### config.mk
export PLATFORM = sky130hd
export DESIGN_NAME = alu_sin_flags
export DESIGN_NICKNAME = d
export VERILOG_FILES = /design/src/rtl/alu_sin_flags.sv
export SDC_FILE = /design/constraint.sdc
export NUM_CORES = 1
export LEC_CHECK = 0
export CAP_MARGIN = 20
export CELL_PAD_IN_SITES_DETAIL_PLACEMENT = 0
export CELL_PAD_IN_SITES_GLOBAL_PLACEMENT = 1
export CORE_MARGIN = 3
export CORE_UTILIZATION = 36
export DETAILED_ROUTE_END_ITERATION = 12
export PLACE_DENSITY_LB_ADDON = 0.1
export SYNTH_ARGS = -nofsm -noshare
export SYNTH_HDL_FRONTEND = slang
export SYNTH_SLANG_ARGS = --single-unit
### constraint.sdc
create_clock -name clk -period 5.1 [get_ports clk]
set_input_delay 1.02 -clock clk [delete_from_list [all_inputs] [get_ports clk]]
set_output_delay 1.02 -clock clk [all_outputs]
set_load 0.01 [all_outputs]
### src/rtl/alu_sin_flags.sv
// alu_sin_flags: N-bit registered ALU with add, subtract, XOR and NOT of A.
// The only status output is the registered adder carry-out.
// ADD and SUB share one adder. The B operand passes through an invert mux,
// and carry-in comes from ALUControl[0].
module alu_sin_flags #(
    parameter int N = 32
) (
    input  logic [N-1:0] A,
    input  logic [N-1:0] B,
    input  logic [1:0]   ALUControl,
    output logic [N-1:0] out,
    output logic         cout,
    input  logic         clk,
    input  logic         rst
);

    localparam logic [1:0] OP_ADD = 2'b00;
    localparam logic [1:0] OP_SUB = 2'b01;
    localparam logic [1:0] OP_XOR = 2'b10;
    localparam logic [1:0] OP_NOT = 2'b11;

    logic [N-1:0] b_mux;
    logic [N:0]   sum;
    logic [N-1:0] result;
    logic         carry;

    // Shared adder. SUB selects ~B and a carry-in of 1, so A - B = A + ~B + 1.
    always_comb begin
        b_mux = ALUControl[0] ? ~B : B;
        sum   = {1'b0, A} + {1'b0, b_mux} + {{N{1'b0}}, ALUControl[0]};
    end

    // Select the result combinationally. Carry is only meaningful on the arithmetic ops.
    always_comb begin
        result = '0;
        carry  = 1'b0;
        unique case (ALUControl)
            OP_ADD,
            OP_SUB: begin
                result = sum[N-1:0];
                carry  = sum[N];
            end
            OP_XOR: result = A ^ B;
            OP_NOT: result = ~A;
            default: begin
                result = '0;
                carry  = 1'b0;
            end
        endcase
    end

    // Output register. Reset has priority and discards the operation sampled on that edge.
    always_ff @(posedge clk) begin
        if (rst) begin
            out  <= '0;
            cout <= 1'b0;
        end else begin
            out  <= result;
            cout <= carry;
        end
    end

endmodule

==> results of run 1 <==
[worst max-delay path: stages]
cell and delay [ns]:
clkdlybuf4s50_1 0.51, xor2_1 0.20, inv_1 0.09, fa_1 0.44
nor2b_1 0.18, o21bai_1 0.12, a211oi_1 0.45, o21ai_1 0.24
and2_1 0.24, o2111a_1 0.26, a221o_1 0.25
[Yosys cell counts (5+ instances only)]
library cell  count  area share
o21ai_0          27       0.036
nand3_1          18       0.024
ha_1             33        0.11
and3_1            7       0.012
a211oi_1         17       0.034
xor2_1           52        0.12
or3_1            13       0.021
dfxtp_1          33        0.17
nand4_1           8       0.013
a21o_1           22       0.044
o21a_1            7       0.014
xnor2_1          20       0.046
nor2b_1           7       0.012
inv_1             8      0.0079
a21oi_1          40       0.053
clkbuf_1         24       0.024
a211o_1           5       0.012
o211ai_1          8       0.016
nor2_1           52       0.051
nor3_1           10       0.013
nand2_1          30       0.030
[layout make-up]
type	count	area [sq um]
multi-input combinational	430	2970
fill	1051	5020
inverter	8	30.0
clock inverter	3	17.5
timing repair buffer	109	1060
sequential	33	661
clock buffer	5	68.8
tap	133	166
[stage by stage]
step           total power, uW  utilization  area [sq um]
3_5_place_dp               946        0.489          4890
6_report                  1160        0.498          4980
2_1_floorplan              712            -          3790
5_1_grt                   1240        0.498          4980
3_3_place_gp               946        0.489          4890
4_1_cts                   1160        0.498          4980
[logic make-up after synthesis]
logic type,count (synthesis),share of synthesized area
muxes,2,0.00627
AOI/OAI and AO/OA,170,0.309
DFF,33,0.174
xor gates and xnor gates,72,0.166
and+or+nand+nor,152,0.188
buffers and inverters,39,0.0416
adders and majority gates,34,0.114
[metal layers]
metal	share of wire	up-vias	GRT usage
li1	-	2006	-
met1	0.48	1943	0.289
met2	0.44	138	0.324
met3	0.057	19	0.0284
met4	0.020	0	0.0541
met5	0	-	0
[sequential cells by signal, summed over array words and instances (netlist names)]
name  flops
cout      1
out      32
[report_power, final]
part           internal [uW]  switching (uW)  total, uW
clock                   94.6             120        214
sequential               293            9.64        303
combinational            301             343        645
[final timing paths]
| kind | startpoint | to | slack [ns] | depth (start not counted) |
|---|---|---|---|---|
| hold / removal | ALUControl[0] | out[0] | 1.39 | 4 |
| setup / recovery | B[1] | out[22] | 1.27 | 11 |
==> results.json, run 1 <==
{
  "status": "finished clean",
  "root_buffer": "clkbuf_8",
  "yosysSeqAreaShare": 0.174,
  "layout_setup_ws_ns": 1.27,
  "final_common_cell": "clkdlybuf4s50_1",
  "via_per_inst": 5.69,
  "postCtsHoldBufs": 0,
  "synth_cell_type_count": 57,
  "core_sq_um": 10000,
  "first_pass_iters": 4,
  "relSlewSlack": 0.538,
  "critical_path_class": "input port to register",
  "cts_sinks": 33,
  "drc": 0,
  "cts_max_level": 2,
  "std_cell_rows": 36,
  "worstPathArrival_ns": 4.01,
  "dp_slack_ns": 0.982,
  "drive_gt1_frac": 0.0408,
  "maxSlewViolCount": 0,
  "power.density_nw_per_um2": 233,
  "avgSynthCellArea_sq_um": 7.55,
  "required_ns": 5.28,
  "drt.antenna.violating_nets": 0,
  "cts_resized": 0,
  "fin_hold_ws_ns": 1.39,
  "hold_path_class": "input port to register",
  "vias": 4106,
  "setup_viol": 0,
  "antenna_found_initial": 0,
  "fin_setup_tns_ns": 0,
  "antennaDiodeCount": 0,
  "p_leak_uw": 0.00205,
  "gp_congestion": 0.930,
  "finalHoldViolations": 0,
  "fin_cells": 721,
  "syn_inst": 502,
  "finalCritPeriodShare": 0.750,
  "drt-total-wl_mm": 12.0,
  "fmax_ghz": 0.261,
  "grt_first_pass_wirelength_mm": 19.3,
  "critical_path.max_fanout": 4,
  "ir_drop_uv": 121,
  "grt_max_degree": 31,
  "ys_ff_latch": 33,
  "async_flop_share": 0,
  "synth_edf_count": 0,
  "rsz0062_at_grt": "no",
  "post_cts_buffers": 0,
  "min_period_ns": 3.83,
  "dieArea_sq_um": 11800,
  "start_util": 0.379,
  "num-nets-final": 689,
  "dp_hpwl_mm": 9.34,
  "dp.cells": 713,
  "portBuffers": 100,
  "syn_nets": 604,
  "syn_area_sq_um": 3790,
  "grt.total_usage": 0.204,
  "wl_per_cell_um": 16.6,
  "tightest_slew_ns": 0.690,
  "clockBufferDepth": 2,
  "maxCapViolations": 0,
  "die_width_um": 109,
  "yosys_warnings": 0,
  "cts_made_buffers": 5,
  "cts_tree": "built",
  "syn2layout_area_growth_pct": 31.3,
  "final_cell_mix": "99 x clkdlybuf4s50_1, 52 x xor2_1, 52 x nor2_1",
  "grt_pass1_vias": 3932,
  "end_kind": "register",
  "die_h_um": 109,
  "clk_pin_slew_ns": 0.08,
  "pin_count": 101,
  "startpoint_type": "input port",
  "drtIter0Drc": 168,
  "ys.flop_type": "dfxtp_1",
  "grt_overflow_total": 0
}
(Power assumes the default switching activity.)
==> inputs of run 2 (changes only) <==
- CORE_UTILIZATION: 36 -> 32
- clock period: 5.1 -> 3.5 ns (I/O delays scaled with it)
==> run 2 against run 1 <==
  * Global-route usage is 1.5 points lower
  * Via count is 0.29% higher
  * Final cell count is 9.0% higher
  * Final area is 11% higher
  * Die area is 12% higher
  * Sequential share of layout area is 1.3 points lower
  * Sequential power is 46% higher
  * Worst hold slack worse by 0.31 ns
  * First-iteration DRC count is 7.7% higher
  * Clock power grew to 2.5 times the previous value
  * Critical path depth is 1 higher
  * Critical endpoint is now out[28]
  * Largest cell class unchanged
  * Highest routed layer unchanged
==> results.json, run 2 (synthesized netlist as in run 1, its figures left out) <==
{
  "grt.total_usage": 0.188,
  "vias": 4118,
  "cts_resized": 0,
  "cts_made_buffers": 5,
  "antenna_found_initial": 0,
  "grt_max_degree": 30,
  "p_seq_frac": 0.215,
  "drt.antenna.violating_nets": 0,
  "root_buffer": "clkbuf_16",
  "top_regs": "out (32), cout (1)",
  "min_period_ns": 3.22,
  "p_sw_uw": 724,
  "tightest_slew_ns": 0.475,
  "cts_tree": "built",
  "drt-total-wl_mm": 12.5,
  "start_util": 0.329,
  "std_cell_rows": 39,
  "final_common_cell": "clkdlybuf4s50_1",
  "maxSlewViolCount": 0,
  "cell_internal_pwr_uw": 1330,
  "end_kind": "register",
  "antennaDiodeCount": 0,
  "largest_reg_flops": 32,
  "drt-met1-wl_mm": 5.96,
  "syn2layout_area_growth_pct": 45.7,
  "fmax_ghz": 0.310,
  "wl_per_cell_um": 15.9,
  "fin_cells": 786,
  "hold_path_class": "input port to register",
  "portBuffers": 100,
  "pin_count": 101,
  "fin_hold_ws_ns": 1.09,
  "rsz0062_at_grt": "no",
  "dp_hpwl_mm": 10.1,
  "first_pass_iters": 4,
  "maxCapViolations": 0,
  "critical_path.max_fanout": 4,
  "num-nets-final": 744,
  "drtIter0Drc": 181,
  "die_h_um": 115,
  "required_ns": 3.71,
  "power.density_nw_per_um2": 371,
  "clockBufferDepth": 2,
  "grt_first_pass_wirelength_mm": 20.2,
  "pwr-share-clk": 0.263,
  "relSlewSlack": 0.679,
  "die_width_um": 115,
  "postCtsHoldBufs": 0,
  "worstPathArrival_ns": 3.43,
  "route.met3.wl_um": 675,
  "p_sw_frac": 0.353,
  "cts_max_level": 2,
  "status": "finished clean",
  "cts_sinks": 33,
  "clk_pin_slew_ns": 0.06,
  "grt_overflow_total": 0,
  "gp_congestion": 0.904,
  "post_cts_buffers": 0,
  "dp.cells": 778,
  "p_leak_uw": 0.00237,
  "grt_pass1_vias": 4115,
  "finalHoldViolations": 0,
  "wl_met2_mm": 5.71,
  "drive_gt1_frac": 0.124,
  "finalCritPeriodShare": 0.920,
  "largest-register": "out",
  "maxUsedRoutingLayer": "met4",
  "p_comb_frac": 0.522,
  "startpoint_type": "input port",
  "ir_drop_uv": 177,
  "final_cell_mix": "99 x clkdlybuf4s50_1, 62 x buf_4, 52 x xor2_1, 52 x nor2_1, 40 x a21oi_1",
  "critical_path_class": "input port to register",
  "core_sq_um": 11500,
  "setup_viol": 0,
  "via_per_inst": 5.24,
  "dieArea_sq_um": 13200,
  "drc": 0
}
-- run 2: path summary, 6_finish.rpt --
kind / from / endpoint / slack, ns / cells after the start
setup / recovery: B[2] / out[28] / 0.28 / 12
hold / removal: ALUControl[0] / out[0] / 1.09 / 5
-- run 2: metrics by stage --
| stage | setup WS [ns] | TNS (ns) | area, sq um | utilization | power (uW) |
|---|---|---|---|---|---|
| 4_1_cts | 0.202 | 0 | 5520 | 0.479 | 2060 |
| 3_5_place_dp | -0.0532 | -0.115 | 5350 | 0.464 | 1510 |
| 3_3_place_gp | -0.0567 | -0.0776 | 5350 | 0.464 | 1510 |
| 5_1_grt | 0.0208 | 0 | 5530 | 0.480 | 2190 |
| 2_1_floorplan | 0.0152 | 0 | 3800 | - | 1040 |
| 6_report | 0.279 | 0 | 5530 | 0.480 | 2050 |
-- run 2: area by class of cell --
cell class	count	area, sq um
Fill cell	1167	5990
Multi-Input combinational cell	430	2980
Timing Repair Buffer	164	1500
Sequential cell	33	661
Tap cell	143	179
Clock buffer	7	143
Clock inverter	1	30.0
Inverter	8	30.0
-- run 2: power groups by stage --
stage | Sequential [uW] | Clock [uW] | Combinational, uW
after global routing | 446 | 567 | 1180
after floorplan | 476 | 0 | 562
after global placement | 449 | 0 | 1060
after CTS | 441 | 553 | 1070
after detailed placement | 449 | 0 | 1060
final | 441 | 538 | 1070
-- run 2: routing by layer --
layer | vias up | global-route usage
met5 | - | 0
met1 | 1878 | 0.257
met3 | 12 | 0.0321
met2 | 111 | 0.311
met4 | 0 | 0.0438
li1 | 2117 | -
-- run 2: critical path: stages --
cell and delay (ns):
clkdlybuf4s50_1 0.49, xor2_1 0.18, ha_1 0.29, nor2b_1 0.16, o21bai_1 0.21, a211oi_2 0.11
buf_4 0.16, buf_4 0.13, o2111ai_1 0.22, o2111ai_1 0.26, a2111o_1 0.43, o211ai_1 0.08
==> inputs of run 3 (changes only) <==
- SETUP_SLACK_MARGIN: unset -> 0.15
==> run 3 against run 2 <==
  * Worst hold slack worse by 0.032 ns
  * Routed wire length is 1.3% higher
  * Sequential share of layout area about the same
  * Combinational power is essentially flat
  * Worst setup slack improved by 0.011 ns
  * Critical endpoint is now out[31]
  * Largest power group unchanged
==> results.json, run 3 (synthesized netlist as in run 1, its figures left out) <==
{
  "dp_slack_ns": -0.0695,
  "clk_pin_slew_ns": 0.06,
  "std_cell_rows": 39,
  "maxCapViolations": 0,
  "p_comb_frac": 0.547,
  "critical_path.max_fanout": 4,
  "core_sq_um": 11500,
  "syn2layout_area_growth_pct": 45.2,
  "grt.total_usage": 0.194,
  "postCtsHoldBufs": 0,
  "dieArea_sq_um": 13200,
  "top_regs": "out (32), cout (1)",
  "grt_first_pass_wirelength_mm": 20.6,
  "finalHoldViolations": 0,
  "drive_gt1_frac": 0.129,
  "worstPathArrival_ns": 3.39,
  "critical_path_class": "input port to register",
  "tightest_slew_ns": 0.481,
  "drt.antenna.violating_nets": 0,
  "num-nets-final": 743,
  "grt_max_degree": 34,
  "p_sw_uw": 734,
  "cell_internal_pwr_uw": 1230,
  "clockBufferDepth": 2,
  "holdPathStages": 5,
  "vias": 4162,
  "hold_path_class": "input port to register",
  "p_seq_frac": 0.224,
  "cts_sinks": 33,
  "relSlewSlack": 0.675,
  "min_period_ns": 3.21,
  "setup_viol": 0,
  "grt_pass1_vias": 4057,
  "antenna_found_initial": 0,
  "pin_count": 101,
  "final_common_cell": "clkdlybuf4s50_1",
  "drt-total-wl_mm": 12.7,
  "antennaDiodeCount": 0,
  "hp-start": "ALUControl[0]",
  "power.density_nw_per_um2": 357,
  "grtUsageMet2": 0.327,
  "grt_util_met3": 0.0316,
  "start_util": 0.329,
  "largest-register": "out",
  "required_ns": 3.68,
  "maxSlewViolCount": 0,
  "status": "finished clean",
  "finalCritPeriodShare": 0.917,
  "die_width_um": 115,
  "grt_overflow_total": 0,
  "cts_tree": "built",
  "end_kind": "register",
  "p_sw_frac": 0.374,
  "drtIter0Drc": 153,
  "fmax_ghz": 0.311,
  "root_buffer": "clkbuf_16",
  "dp.cells": 777,
  "pwr-share-clk": 0.228,
  "seq_area_sq_um": 661,
  "portBuffers": 100,
  "startpoint_type": "input port",
  "via_per_inst": 5.30,
  "cts_made_buffers": 5,
  "largest_reg_flops": 32,
  "ir_drop_uv": 167,
  "hold_path_end": "out[4]",
  "drc": 0,
  "grtUsageMet1": 0.266,
  "die_h_um": 115,
  "final_cell_mix": "99 x clkdlybuf4s50_1, 61 x buf_4, 52 x xor2_1, 52 x nor2_1, 40 x a21oi_1",
  "cts_max_level": 2,
  "first_pass_iters": 4,
  "n_fill_cell": 1178,
  "layout_setup_ws_ns": 0.290,
  "multi_input_area_sq_um": 3000,
  "gp_congestion": 0.909,
  "top_usage_layer": "met2",
  "rsz0062_at_grt": "yes",
  "dp_hpwl_mm": 10.1,
  "fin_cells": 785,
  "p_leak_uw": 0.00235,
  "wl_per_cell_um": 16.2
}
-- run 3: final cells by class --
class / count / share of cell area
Inverter: 8 / 0.00545
Tap cell: 143 / 0.0325
Clock inverter: 2 / 0.00182
Clock buffer: 6 / 0.0234
Timing Repair Buffer: 163 / 0.271
Sequential cell: 33 / 0.120
Multi-Input combinational cell: 430 / 0.545
-- run 3: metal layers --
metal  vias up  share of wire
met3         8          0.052
li1       2128              -
met1      1926           0.48
met2       100           0.46
met5         -              0
met4         0         0.0072
-- run 3: power groups by stage --
stage / clock network (uW) / registers [uW] / logic [uW]
global route: 478 / 445 / 1180
finish: 448 / 441 / 1080
detailed placement: 0 / 450 / 1060
floorplan: 0 / 476 / 569
global placement: 0 / 449 / 1060
CTS: 465 / 442 / 1070
-- run 3: critical path, stage by stage --
cell and delay, ns:
clkdlybuf4s50_1 0.44, xor2_1 0.17, buf_4 0.14, ha_1 0.26
nand2_1 0.06, o21a_4 0.21, o211a_1 0.24, nor3_1 0.28
buf_4 0.18, nor3_1 0.06, buf_4 0.15, o2111a_1 0.23
a211o_1 0.26
-- run 3: per-stage QoR --
step                      utilization  TNS, ns  power [uW]  hold WS, ns  cell area (sq um)
after floorplan                     -        0        1050        0.845               3840
after global placement          0.464  -0.0391        1510         1.36               5340
after detailed placement        0.464   -0.163        1510         1.36               5340
after CTS                       0.476        0        1980         1.06               5480
after global routing            0.478        0        2110         1.10               5510
final                           0.478        0        1960         1.05               5510
-- run 3: worst max path at each step --
stage / endpoint / slack [ns] / depth (start not counted) / startpoint
after global placement: out[14] / -0.03 / 13 / B[1]
after global routing: out[14] / 0.15 / 13 / B[1]
final: out[31] / 0.29 / 13 / B[1]
after detailed placement: out[14] / -0.07 / 13 / B[1]
after CTS: out[14] / 0.17 / 13 / B[1]
after floorplan: out[21] / 0.14 / 13 / ALUControl[0]
-- run 3: repair_timing --
item	4_1_cts	5_1_grt
setup buffers	0	0
setup endpoints to repair	0	11
resized for setup	0	6
